$ cat src/rtl/exe_stage.sv
// Execute stage: one-instruction pipeline register, single-cycle ALU, iterative
// 32-step restoring divider, data-SRAM request issue and forwarding view to decode.
//
// div state | meaning
// IDLE      | no divide in progress
// BUSY      | one quotient bit per cycle, count 0..31
// DONE      | result valid, waiting for handoff to memory stage
module exe_stage #(
  parameter int DS_TO_ES_BUS_WD = 151,
  parameter int ES_TO_MS_BUS_WD = 71
) (
  input  logic                       clk,
  input  logic                       reset,
  input  logic                       ms_allowin,
  output logic                       es_allowin,
  input  logic                       ds_to_es_valid,
  input  logic [DS_TO_ES_BUS_WD-1:0] ds_to_es_bus,
  output logic                       es_to_ms_valid,
  output logic [ES_TO_MS_BUS_WD-1:0] es_to_ms_bus,
  output logic                       data_sram_en,
  output logic [3:0]                 data_sram_we,
  output logic [31:0]                data_sram_addr,
  output logic [31:0]                data_sram_wdata,
  output logic                       es_fwd_we,
  output logic [4:0]                 es_fwd_dest,
  output logic [31:0]                es_fwd_data,
  output logic                       es_fwd_is_load
);

  typedef enum logic [1:0] {DIV_IDLE, DIV_BUSY, DIV_DONE} div_state_t;

  logic                       es_valid;
  logic                       es_ready_go;
  logic [DS_TO_ES_BUS_WD-1:0] es_bus;

  logic [11:0] alu_op;
  logic        div_en, div_signed, div_mod, res_from_mem, gr_we, mem_we;
  logic [4:0]  dest;
  logic [31:0] src1, src2, rkd_value, pc;

  assign {alu_op, div_en, div_signed, div_mod, res_from_mem, gr_we, mem_we,
          dest, src1, src2, rkd_value, pc} = es_bus;

  always_ff @(posedge clk or posedge reset) begin
    if (reset) begin
      es_valid <= 1'b0;
      es_bus   <= '0;
    end else if (es_allowin) begin
      es_valid <= ds_to_es_valid;
      if (ds_to_es_valid) es_bus <= ds_to_es_bus;
    end
  end

  // ALU
  logic [31:0] add_res, alu_result;
  logic [4:0]  shamt;
  assign add_res = src1 + src2;
  assign shamt   = src2[4:0];

  always_comb begin
    alu_result = '0;
    if      (alu_op[0])  alu_result = add_res;
    else if (alu_op[1])  alu_result = src1 - src2;
    else if (alu_op[2])  alu_result = {31'd0, $signed(src1) < $signed(src2)};
    else if (alu_op[3])  alu_result = {31'd0, src1 < src2};
    else if (alu_op[4])  alu_result = src1 & src2;
    else if (alu_op[5])  alu_result = ~(src1 | src2);
    else if (alu_op[6])  alu_result = src1 | src2;
    else if (alu_op[7])  alu_result = src1 ^ src2;
    else if (alu_op[8])  alu_result = src1 << shamt;
    else if (alu_op[9])  alu_result = src1 >> shamt;
    else if (alu_op[10]) alu_result = $unsigned($signed(src1) >>> shamt);
    else if (alu_op[11]) alu_result = src2;
  end

  // Divider
  div_state_t  div_state, div_state_nxt;
  logic [4:0]  div_count;
  logic [31:0] div_rem, div_quo, div_dvs;
  logic        div_q_neg, div_r_neg, div_dvs_zero;
  logic        div_start, handoff;
  logic [32:0] div_partial, div_diff;
  logic        div_ge;
  logic [31:0] div_rem_step;
  logic [31:0] div_q_final, div_r_final, div_result;

  assign div_start = es_valid && div_en && (div_state == DIV_IDLE);
  assign handoff   = es_to_ms_valid && ms_allowin;

  always_ff @(posedge clk or posedge reset) begin
    if (reset) div_state <= DIV_IDLE;
    else       div_state <= div_state_nxt;
  end

  always_comb begin
    div_state_nxt = div_state;
    case (div_state)
      DIV_IDLE: if (div_start) div_state_nxt = DIV_BUSY;
      DIV_BUSY: if (div_count == 5'd31) div_state_nxt = DIV_DONE;
      DIV_DONE: if (handoff) div_state_nxt = DIV_IDLE;
      default:  div_state_nxt = DIV_IDLE;
    endcase
  end

  // Dividend bits shift out of div_quo's MSB while quotient bits shift in at the LSB.
  assign div_partial  = {div_rem, div_quo[31]};
  assign div_diff     = div_partial - {1'b0, div_dvs};
  assign div_ge       = div_partial >= {1'b0, div_dvs};
  assign div_rem_step = div_ge ? div_diff[31:0] : div_partial[31:0];

  always_ff @(posedge clk or posedge reset) begin
    if (reset) begin
      div_count    <= '0;
      div_rem      <= '0;
      div_quo      <= '0;
      div_dvs      <= '0;
      div_q_neg    <= 1'b0;
      div_r_neg    <= 1'b0;
      div_dvs_zero <= 1'b0;
    end else if (div_start) begin
      div_count    <= '0;
      div_rem      <= '0;
      div_quo      <= (div_signed && src1[31]) ? -src1 : src1;
      div_dvs      <= (div_signed && src2[31]) ? -src2 : src2;
      div_q_neg    <= div_signed && (src1[31] ^ src2[31]);
      div_r_neg    <= div_signed && src1[31];
      div_dvs_zero <= (src2 == 32'd0);
    end else if (div_state == DIV_BUSY) begin
      div_rem   <= div_rem_step;
      div_quo   <= {div_quo[30:0], div_ge};
      div_count <= div_count + 5'd1;
    end
  end

  // A zero divisor leaves the dividend in div_rem, so only the quotient needs overriding.
  assign div_q_final = div_dvs_zero ? 32'hFFFF_FFFF : (div_q_neg ? -div_quo : div_quo);
  assign div_r_final = div_r_neg ? -div_rem : div_rem;
  assign div_result  = div_mod ? div_r_final : div_q_final;

  // Handshake and outputs
  logic [31:0] es_result;
  assign es_result = div_en ? div_result : (res_from_mem ? add_res : alu_result);

  assign es_ready_go    = !div_en || (div_state == DIV_DONE);
  assign es_allowin     = !es_valid || (es_ready_go && ms_allowin);
  assign es_to_ms_valid = es_valid && es_ready_go;
  assign es_to_ms_bus   = {res_from_mem, gr_we, dest, es_result, pc};

  assign data_sram_en    = es_valid && (res_from_mem || mem_we) && ms_allowin;
  assign data_sram_we    = {4{es_valid && mem_we && ms_allowin}};
  assign data_sram_addr  = add_res;
  assign data_sram_wdata = rkd_value;

  assign es_fwd_we      = es_valid && gr_we && (dest != 5'd0);
  assign es_fwd_dest    = dest;
  assign es_fwd_data    = es_result;
  assign es_fwd_is_load = es_valid && (res_from_mem || (div_en && (div_state != DIV_DONE)));

endmodule
$ cat config.mk
export PLATFORM = sky130hd
export DESIGN_NAME = exe_stage
export DESIGN_NICKNAME = d
export VERILOG_FILES = /design/src/rtl/exe_stage.sv
export SDC_FILE = /design/constraint.sdc
export NUM_CORES = 1
export LEC_CHECK = 0
export BUFFER_PORTS_ARGS = -buffer_cell sky130_fd_sc_hd__buf_2
export CAP_MARGIN = 20
export CORE_MARGIN = 2
export CORE_UTILIZATION = 53
export DETAILED_ROUTE_END_ITERATION = 8
export PLACE_DENSITY = 0.75
export SLEW_MARGIN = 5
export SYNTH_ARGS = -nofsm -noshare
export SYNTH_HDL_FRONTEND = slang
export SYNTH_SLANG_ARGS = --single-unit
$ cat constraint.sdc
create_clock -name clk -period 19.9 [get_ports clk]
set_input_delay 0 -clock clk [delete_from_list [all_inputs] [get_ports clk]]
set_output_delay 0 -clock clk [all_outputs]
set_load 0.05 [all_outputs]
==> Flow_metrics.wiki, run 1 <==
{| class="wikitable"
! Metric !! Value
|-
| CP delay by family, top || compound AO/OA/AOI/OAI gates
|-
| Sequential cell area fraction in the yosys report || 24.9%
|-
| Area of the core region || just under 50,000 sq um
|-
| Clock insertion delay at the later pin of the skew report || between 500 and 600 ps
|-
| Vias after detailed routing || 28,600
|-
| Most frequently used flop master after synthesis || dfrtp_1
|-
| Combinational family with the most area after synthesis || compound AO/OA/AOI/OAI gates
|-
| Adder-Cell Fraction of Synth Area || approximately 6.7%
|-
| Status || finished clean
|-
| Post-synth ARST share || 100%
|-
| Die width || 225 um
|-
| Total DRC errors in the routed layout || 0
|-
| Most used standard cell by instance count after synthesis || nand2_1
|-
| WP data required || about 20,000 ps
|-
| Cell repeated most along the worst path || o31ai_1
|-
| Vert. Die Dim || ~230 um
|-
| Final worst path period share || between 20% and 30%
|-
| Max_cap viols || 0
|-
| List of most frequent post-synthesis cells || nand2_1 (383), nor2_1 (268), o21ai_0 (261), dfrtp_1 (258), clkbuf_1 (197)
|-
| Share of the synthesized area in compound gates (AO/OA/AOI/OAI) || 23.0%
|-
| Total wire length || ~130,000 um
|-
| Transition at the pin with the smallest max-transition slack || between 1000 and 1500 ps
|-
| Number of hold violations in the final report || 0
|-
| Number of instances in the synthesized netlist || between 3,000 and 4,000
|-
| Synthesized Nets || approximately 3,500
|-
| CTS Sinks || approximately 260
|-
| Worst rel slew slack || 17.3%
|-
| Peak per-stage delay on the critical path || about 1000 ps
|-
| Number of core rows || 81
|-
| Max clock buf depth || 3
|-
| Distinct cell type count after synthesis || 81
|-
| Detailed Place HPWL || approximately 90,000 um
|-
| Via count of the first global-routing pass || 26,900
|-
| Number of H-tree levels || 2
|-
| Seq cells post-synth || roughly 260
|-
| Final-report setup violation count || 0
|-
| Number of optimization iterations in the first detailed-route pass || 7
|-
| Setup repair after global routing missed its margin || no
|-
| Post-CTS setup-driven buffer insertion count || 0
|-
| Area enclosed by the die boundary || 50,700 sq um
|-
| I/O Buffers || ~340
|-
| Crit-path max FO || 44
|-
| RePlAce Congestion || 1.08
|-
| Average footprint of a synthesized cell || approximately 8 sq um
|-
| Number of flops mapped to enable cells by yosys || 0
|-
| Yosys warning total || 0
|-
| Dominant cell type by area after synthesis || dfrtp_1
|-
| Startpoint type of the worst setup path || register
|-
| Wire length of the first global-routing pass || around 180,000 um
|-
| Cell chain of the critical path || inv_1 -> fa_1 -> nor2b_1 -> o31ai_1 -> a21oi_1 -> o211ai_1 -> a2111oi_0 -> o311ai_1 -> a311o_1 -> mux2i_1 -> o31ai_1 -> buf_2
|-
| Peak Freq || between 150 and 200 MHz
|-
| Number of buffer and inverter instances along the worst setup path || 2
|-
| Type of element capturing the critical path || output pin
|-
| Post-synthesis share of cell area spent on xor and xnor gates || around 6.4%
|-
| Min-Delay Path Class || input port to async pin
|-
| DR vias/cell || ~7
|-
| Clock tree from TritonCTS || built
|-
| Data arrival time at the worst-slack endpoint || 5680 ps
|-
| Count of final max-slew check failures || 0
|-
| Number of nets with antenna violations after routing || 0
|-
| Largest cells by area after synthesis || dfrtp_1 (25%), mux4_2 (6.6%), ha_1 (6.5%), nand2_1 (5.5%), o21ai_0 (5.0%)
|-
| Synth-to-Final Area Change || 15.0%
|-
| Fraction of post-synthesis cell area in the top cell type by area || ~25%
|-
| Buffer type at the clock tree root || clkbuf_16
|-
| Starting density of the core || between 50% and 60%
|-
| Worst setup skew after layout || ~40 ps
|-
| Post-layout net count || between 3,000 and 4,000
|-
| GRT Resource Usage Total || between 40% and 50%
|-
| Largest net degree at the start of global routing || 105
|-
| Number of top-level pins || roughly 340
|-
| Clock transition at path regs || around 60 ps
|-
| TritonCTS Buffers || 34
|-
| Fraction of final layout cells sized beyond drive strength 1 || roughly a fifth
|-
| Drt first-iter violations || around 4,400
|-
| Time the worst path needs with I/O delays and setup || 5680 ps
|-
| Cell with the largest stage delay on the worst path || a2111oi_0
|-
| Multiplexer area fraction after synthesis || between 10% and 20%
|-
| WL/cell || a little over 30 um
|-
| Simple-gate area share of the yosys netlist || around 17%
|-
| Crit Path Class || register to output pin
|-
| Final total negative setup slack || 0 ps
|-
| Antenna violations before repair || 3
|-
| Final global-route overflow total || 0
|-
| Total standard cell area after synthesis || ~26,000 sq um
|}
## through the flow
step / area [sq um] / std cells / util, % / setup WS [ps] / hold slack, ps
floorplan: 25900 / 3212 / - / 12800 / 108
global placement: 27100 / 3870 / 55.7 / 14880 / 105
detailed placement: 27200 / 3875 / 55.8 / 14930 / 122
CTS: 29800 / 4087 / 61.3 / 14320 / 68.3
global route: 29800 / 4087 / 61.3 / 14130 / 113
finish: 29800 / 4089 / 61.3 / 14220 / 59.3
## sequential cells by signal (all words and copies together) (netlist names)
register and count:
div_quo 32, div_r_neg 1, es_valid 1, es_bus 151, div_dvs 32, div_q_neg 1, div_dvs_zero 1, div_state 2
div_count 5, div_rem 32
## path summary, 6_finish.rpt
kind	start	to	slack [ps]	cells past startpoint
max	es_bus[65]	es_fwd_data[30]	14220	12
min	reset	es_bus[53]	60	3
min in group clk	ds_to_es_bus[123]	es_bus[123]	170	4
max in group asynchronous	reset	div_quo[16]	18400	4
min reg2reg	div_dvs[17]	div_dvs[17]	480	2
max reg2reg	es_bus[67]	div_dvs[20]	15160	10
## cell families after synthesis
| logic type | count (synthesis) |
|---|---|
| simple gates | 954 |
| compound gates | 923 |
| buf+inv | 511 |
| flops | 258 |
| mux | 238 |
| xor+xnor | 190 |
| fa+ha+maj | 138 |
## metal layers
metal  vias to the layer above  track usage [%]  wire length [um]
li1                      12000                -                 -
met1                     13700             62.3             46600
met2                      2406             71.4             52800
met3                       535             13.6             16800
met4                         4             29.5              9160
met5                         -                0                23
## repair_timing
action	in CTS	in global routing
hold buffers	155	0
resized for setup	0	0
hold endpoints to repair	231	0
## placed cells by master, fill, tap and decap left out, types with 19 or more instances in the layout
cell and n:
nor2b_1 20, buf_4 59, o21ai_1 35, mux4_2 76, mux2_2 96, dlygate4sd3_1 155, nand2b_1 25, o31ai_1 48
xnor2_1 117, a31oi_1 53, a21o_1 23, nand3_1 52, nand2_1 383, inv_1 149, xor2_1 73, a221oi_1 31
nor3_1 68, dfrtp_1 254, ha_1 135, buf_2 337, a211oi_1 39, mux2i_1 66, clkbuf_16 34, o21ai_0 261
nor4_1 22, or3_1 20, and3_1 19, a21oi_1 180, nor2_1 265, a22oi_1 19, o211ai_1 24
## area by class of cell
cell class | count | area [sq um]
Multi-Input combinational cell | 2443 | 17200
Tap cell | 622 | 778
Timing Repair Buffer | 552 | 3710
Sequential cell | 258 | 6470
Fill cell | 4225 | 18800
Inverter | 155 | 589
Clock inverter | 18 | 234
Clock buffer | 39 | 890
Antenna cell | 2 | 5.00
## worst register-to-register path, delay by kind of cell, from the launching register on
kind | cells | cell delay [ps]
buffers and inverters | 1 | 440
AO/OA/AOI/OAI | 2 | 400
flip-flops | 1 | 630
XOR/XNOR | 1 | 230
AND/OR/NAND/NOR | 6 | 2860
Power of run 1 is left out: the tool's default activity adds up to more than one toggle a clock period on the data nets, which glitch-free logic cannot reach.
==> inputs of run 2 (changes only) <==
Settings changed: PLACE_DENSITY 0.75 to 0.78.
Clock period 19.9 ns to 5.2 ns, I/O delays scaled along.
==> Flow_metrics.wiki, run 2 (synthesis gave the netlist of run 1 again) <==
{| class="wikitable"
! Metric !! Value
|-
| Status || finished clean
|-
| GRT Resource Usage Total || 45.7% (-2.5 points)
|-
| Number of core rows || 81 (unchanged)
|-
| Number of hold violations in the final report || 0 (unchanged)
|-
| Number of top-level pins || 336 (unchanged)
|-
| Time the worst path needs with I/O delays and setup || between 5000 and 6000 ps
|-
| Starting density of the core || 53.3% (unchanged)
|-
| Crit path to || es_to_ms_bus[32]
|-
| Peak Freq || 198 MHz
|-
| Area enclosed by the die boundary || 50,700 sq um (unchanged)
|-
| Vias after detailed routing || 28,300 (-1.0%)
|-
| Largest Register || es_bus
|-
| Max clock buf depth || 3 (unchanged)
|-
| Total DRC errors in the routed layout || 0 (unchanged)
|-
| Path depth of the worst reg2reg path || 10 (unchanged)
|-
| Final total negative setup slack || 0 ps (unchanged)
|-
| Post-layout util || 62.0% (+0.67 points)
|-
| I/O Buffers || 335 (unchanged)
|-
| Beginning of the worst register-to-register path || es_bus[64]
|-
| Place WS || 806 ps (-14,130 ps)
|-
| Cell chain of the critical path || inv_1 -> ha_1 -> nor3_1 -> or3b_1 -> nor3_1 -> a31o_2 -> a21boi_0 -> or3_1 -> a211oi_1 -> o221ai_1 -> buf_2
|-
| Via count of the first global-routing pass || 26,500 (-1.6%)
|-
| Fraction of final layout cells sized beyond drive strength 1 || 20.3% (+1.1 points)
|-
| WP data required || 5200 ps (-14,700 ps)
|-
| Number of H-tree levels || 2 (unchanged)
|-
| Setup slack on the worst flop-to-flop path || 970 ps (-14,190 ps)
|-
| Worst setup skew after layout || 49.8 ps (+10.3 ps)
|-
| Number of fillers in the final layout || 4,300 (+1.8%)
|-
| DR vias/cell || 6.87 (-1.7%)
|-
| Commonest cells after routing, fill and taps aside || nand2_1 (383), buf_2 (335), nor2_1 (266)
|-
| Type of element capturing the critical path || output pin
|-
| Final worst setup slack || 154 ps (-14,070 ps)
|-
| Total wire length || 118,000 um (-5.6%)
|-
| Min-Delay Path Class || input port to async pin
|-
| Crit-path max FO || 16 (-64%)
|-
| Transition at the pin with the smallest max-transition slack || 1230 ps (-0.443 ps)
|-
| Clock tree from TritonCTS || built
|-
| Antenna violations before repair || 4 (+1)
|-
| Synth-to-Final Area Change || 16.3%
|-
| Buffer type at the clock tree root || clkbuf_16
|-
| TritonCTS Buffers || 34 (unchanged)
|-
| Reg-to-reg endpoint || div_dvs[30]
|-
| Crit Path Class || register to output pin
|-
| Critical Path Start || es_bus[112]
|-
| Number of nets with antenna violations after routing || 0 (unchanged)
|-
| Count of final max-slew check failures || 0 (unchanged)
|-
| Clock insertion delay at the later pin of the skew report || 590 ps (about the same)
|-
| Die width || 225 um (unchanged)
|-
| Worst rel slew slack || 17.3% (-0.096 points)
|-
| Data arrival time at the worst-slack endpoint || 5050 ps (-630 ps)
|-
| Vert. Die Dim || 225 um (unchanged)
|-
| Post-CTS setup-driven buffer insertion count || 0 (unchanged)
|-
| Cell with the largest stage delay on the worst path || dfrtp_1
|-
| Drt first-iter violations || 4,426 (+1.4%)
|-
| Number of optimization iterations in the first detailed-route pass || 7 (unchanged)
|-
| Final global-route overflow total || 0 (unchanged)
|-
| Flip-flop count of the largest register after layout || 151 (unchanged)
|-
| Startpoint type of the worst setup path || register
|-
| Peak per-stage delay on the critical path || 690 ps (-290 ps)
|-
| Max_cap viols || 0 (unchanged)
|-
| Most common cell after layout, fill and taps aside || nand2_1
|-
| WL/cell || 28.8 um (-6.2%)
|-
| Detailed Place HPWL || 85,700 um (-5.0%)
|-
| Final-report setup violation count || 0 (unchanged)
|-
| Final worst path period share || 97.0%
|-
| Area of the core region || 48,600 sq um (unchanged)
|-
| Largest net degree at the start of global routing || 142 (+35%)
|-
| Post-layout net count || 3,764 (+0.72%)
|-
| RePlAce Congestion || 1.08 (-0.15%)
|-
| CTS Sinks || 258 (unchanged)
|-
| Cell repeated most along the worst path || nor3_1
|-
| Clock transition at path regs || 60 ps (about the same)
|-
| Setup repair after global routing missed its margin || no
|-
| Wire length of the first global-routing pass || 172,000 um (-4.2%)
|}
==> run 2: changes by cell type in the layout (fill, tap and decap cells not counted), moves of 3 or more <==
cell        change
a211oi_1        -4
a211oi_2        +4
buf_12          +4
buf_4          +24
clkbuf_8        +3
clkinv_2        +5
clkinvlp_4      -4
xnor2_1         -3
xnor2_2         +3
==> run 2: what timing repair did <==
item | 4_1_cts | 5_1_grt
endpoints found under the setup margin | 0 | 8
resized for setup | 0 | 2
hold endpoints to repair | 176 | 0
hold buffers | 155 | 0
==> run 2: through the flow <==
| step | instances | area (sq um) | hold slack, ps |
|---|---|---|---|
| floorplan | 3212 | 26000 | 108 |
| global placement | 3899 | 27400 | 91.3 |
| detailed placement | 3901 | 27500 | 109 |
| CTS | 4116 | 30100 | 63.1 |
| global route | 4117 | 30200 | 115 |
| finish | 4118 | 30200 | 67.5 |
==> run 2: layout make-up <==
type                            count  area, sq um  area share, %
Clock buffer                       43          956           3.17
Antenna cell                        1         2.50        0.00830
Timing Repair Buffer              579         3950           13.1
Clock inverter                     17          178          0.589
Multi-Input combinational cell   2443        17200           57.2
Tap cell                          622          778           2.58
Inverter                          155          586           1.94
Sequential cell                   258         6470           21.4
==> run 2: worst min-delay path by stage <==
stage,end,from,cells after the start
after global routing,es_bus[39],reset,3
after CTS,es_bus[39],reset,3
after floorplan,es_valid,ds_to_es_valid,1
after detailed placement,es_bus[36],reset,2
final,es_bus[36],reset,3
after global placement,es_bus[39],reset,2
==> run 2: critical path, delay by kind of cell (launching register included) <==
| family | cells | cell delay (ps) |
|---|---|---|
| and+or+nand+nor | 4 | 1600 |
| AOI/OAI and AO/OA | 4 | 1190 |
| DFF | 1 | 690 |
| buffers and inverters | 2 | 520 |
| adders and majority gates | 1 | 480 |
==> run 2: per-layer routing <==
metal / global-route usage (%) / up-vias / routed length, um
met1: 59.3 / 13500 / 44100
met4: 25.7 / 4 / 8200
li1: - / 12000 / -
met3: 16.6 / 485 / 17300
met2: 65.6 / 2269 / 48700
met5: 0 / - / 30
Power of run 2 is left out for the same reason.
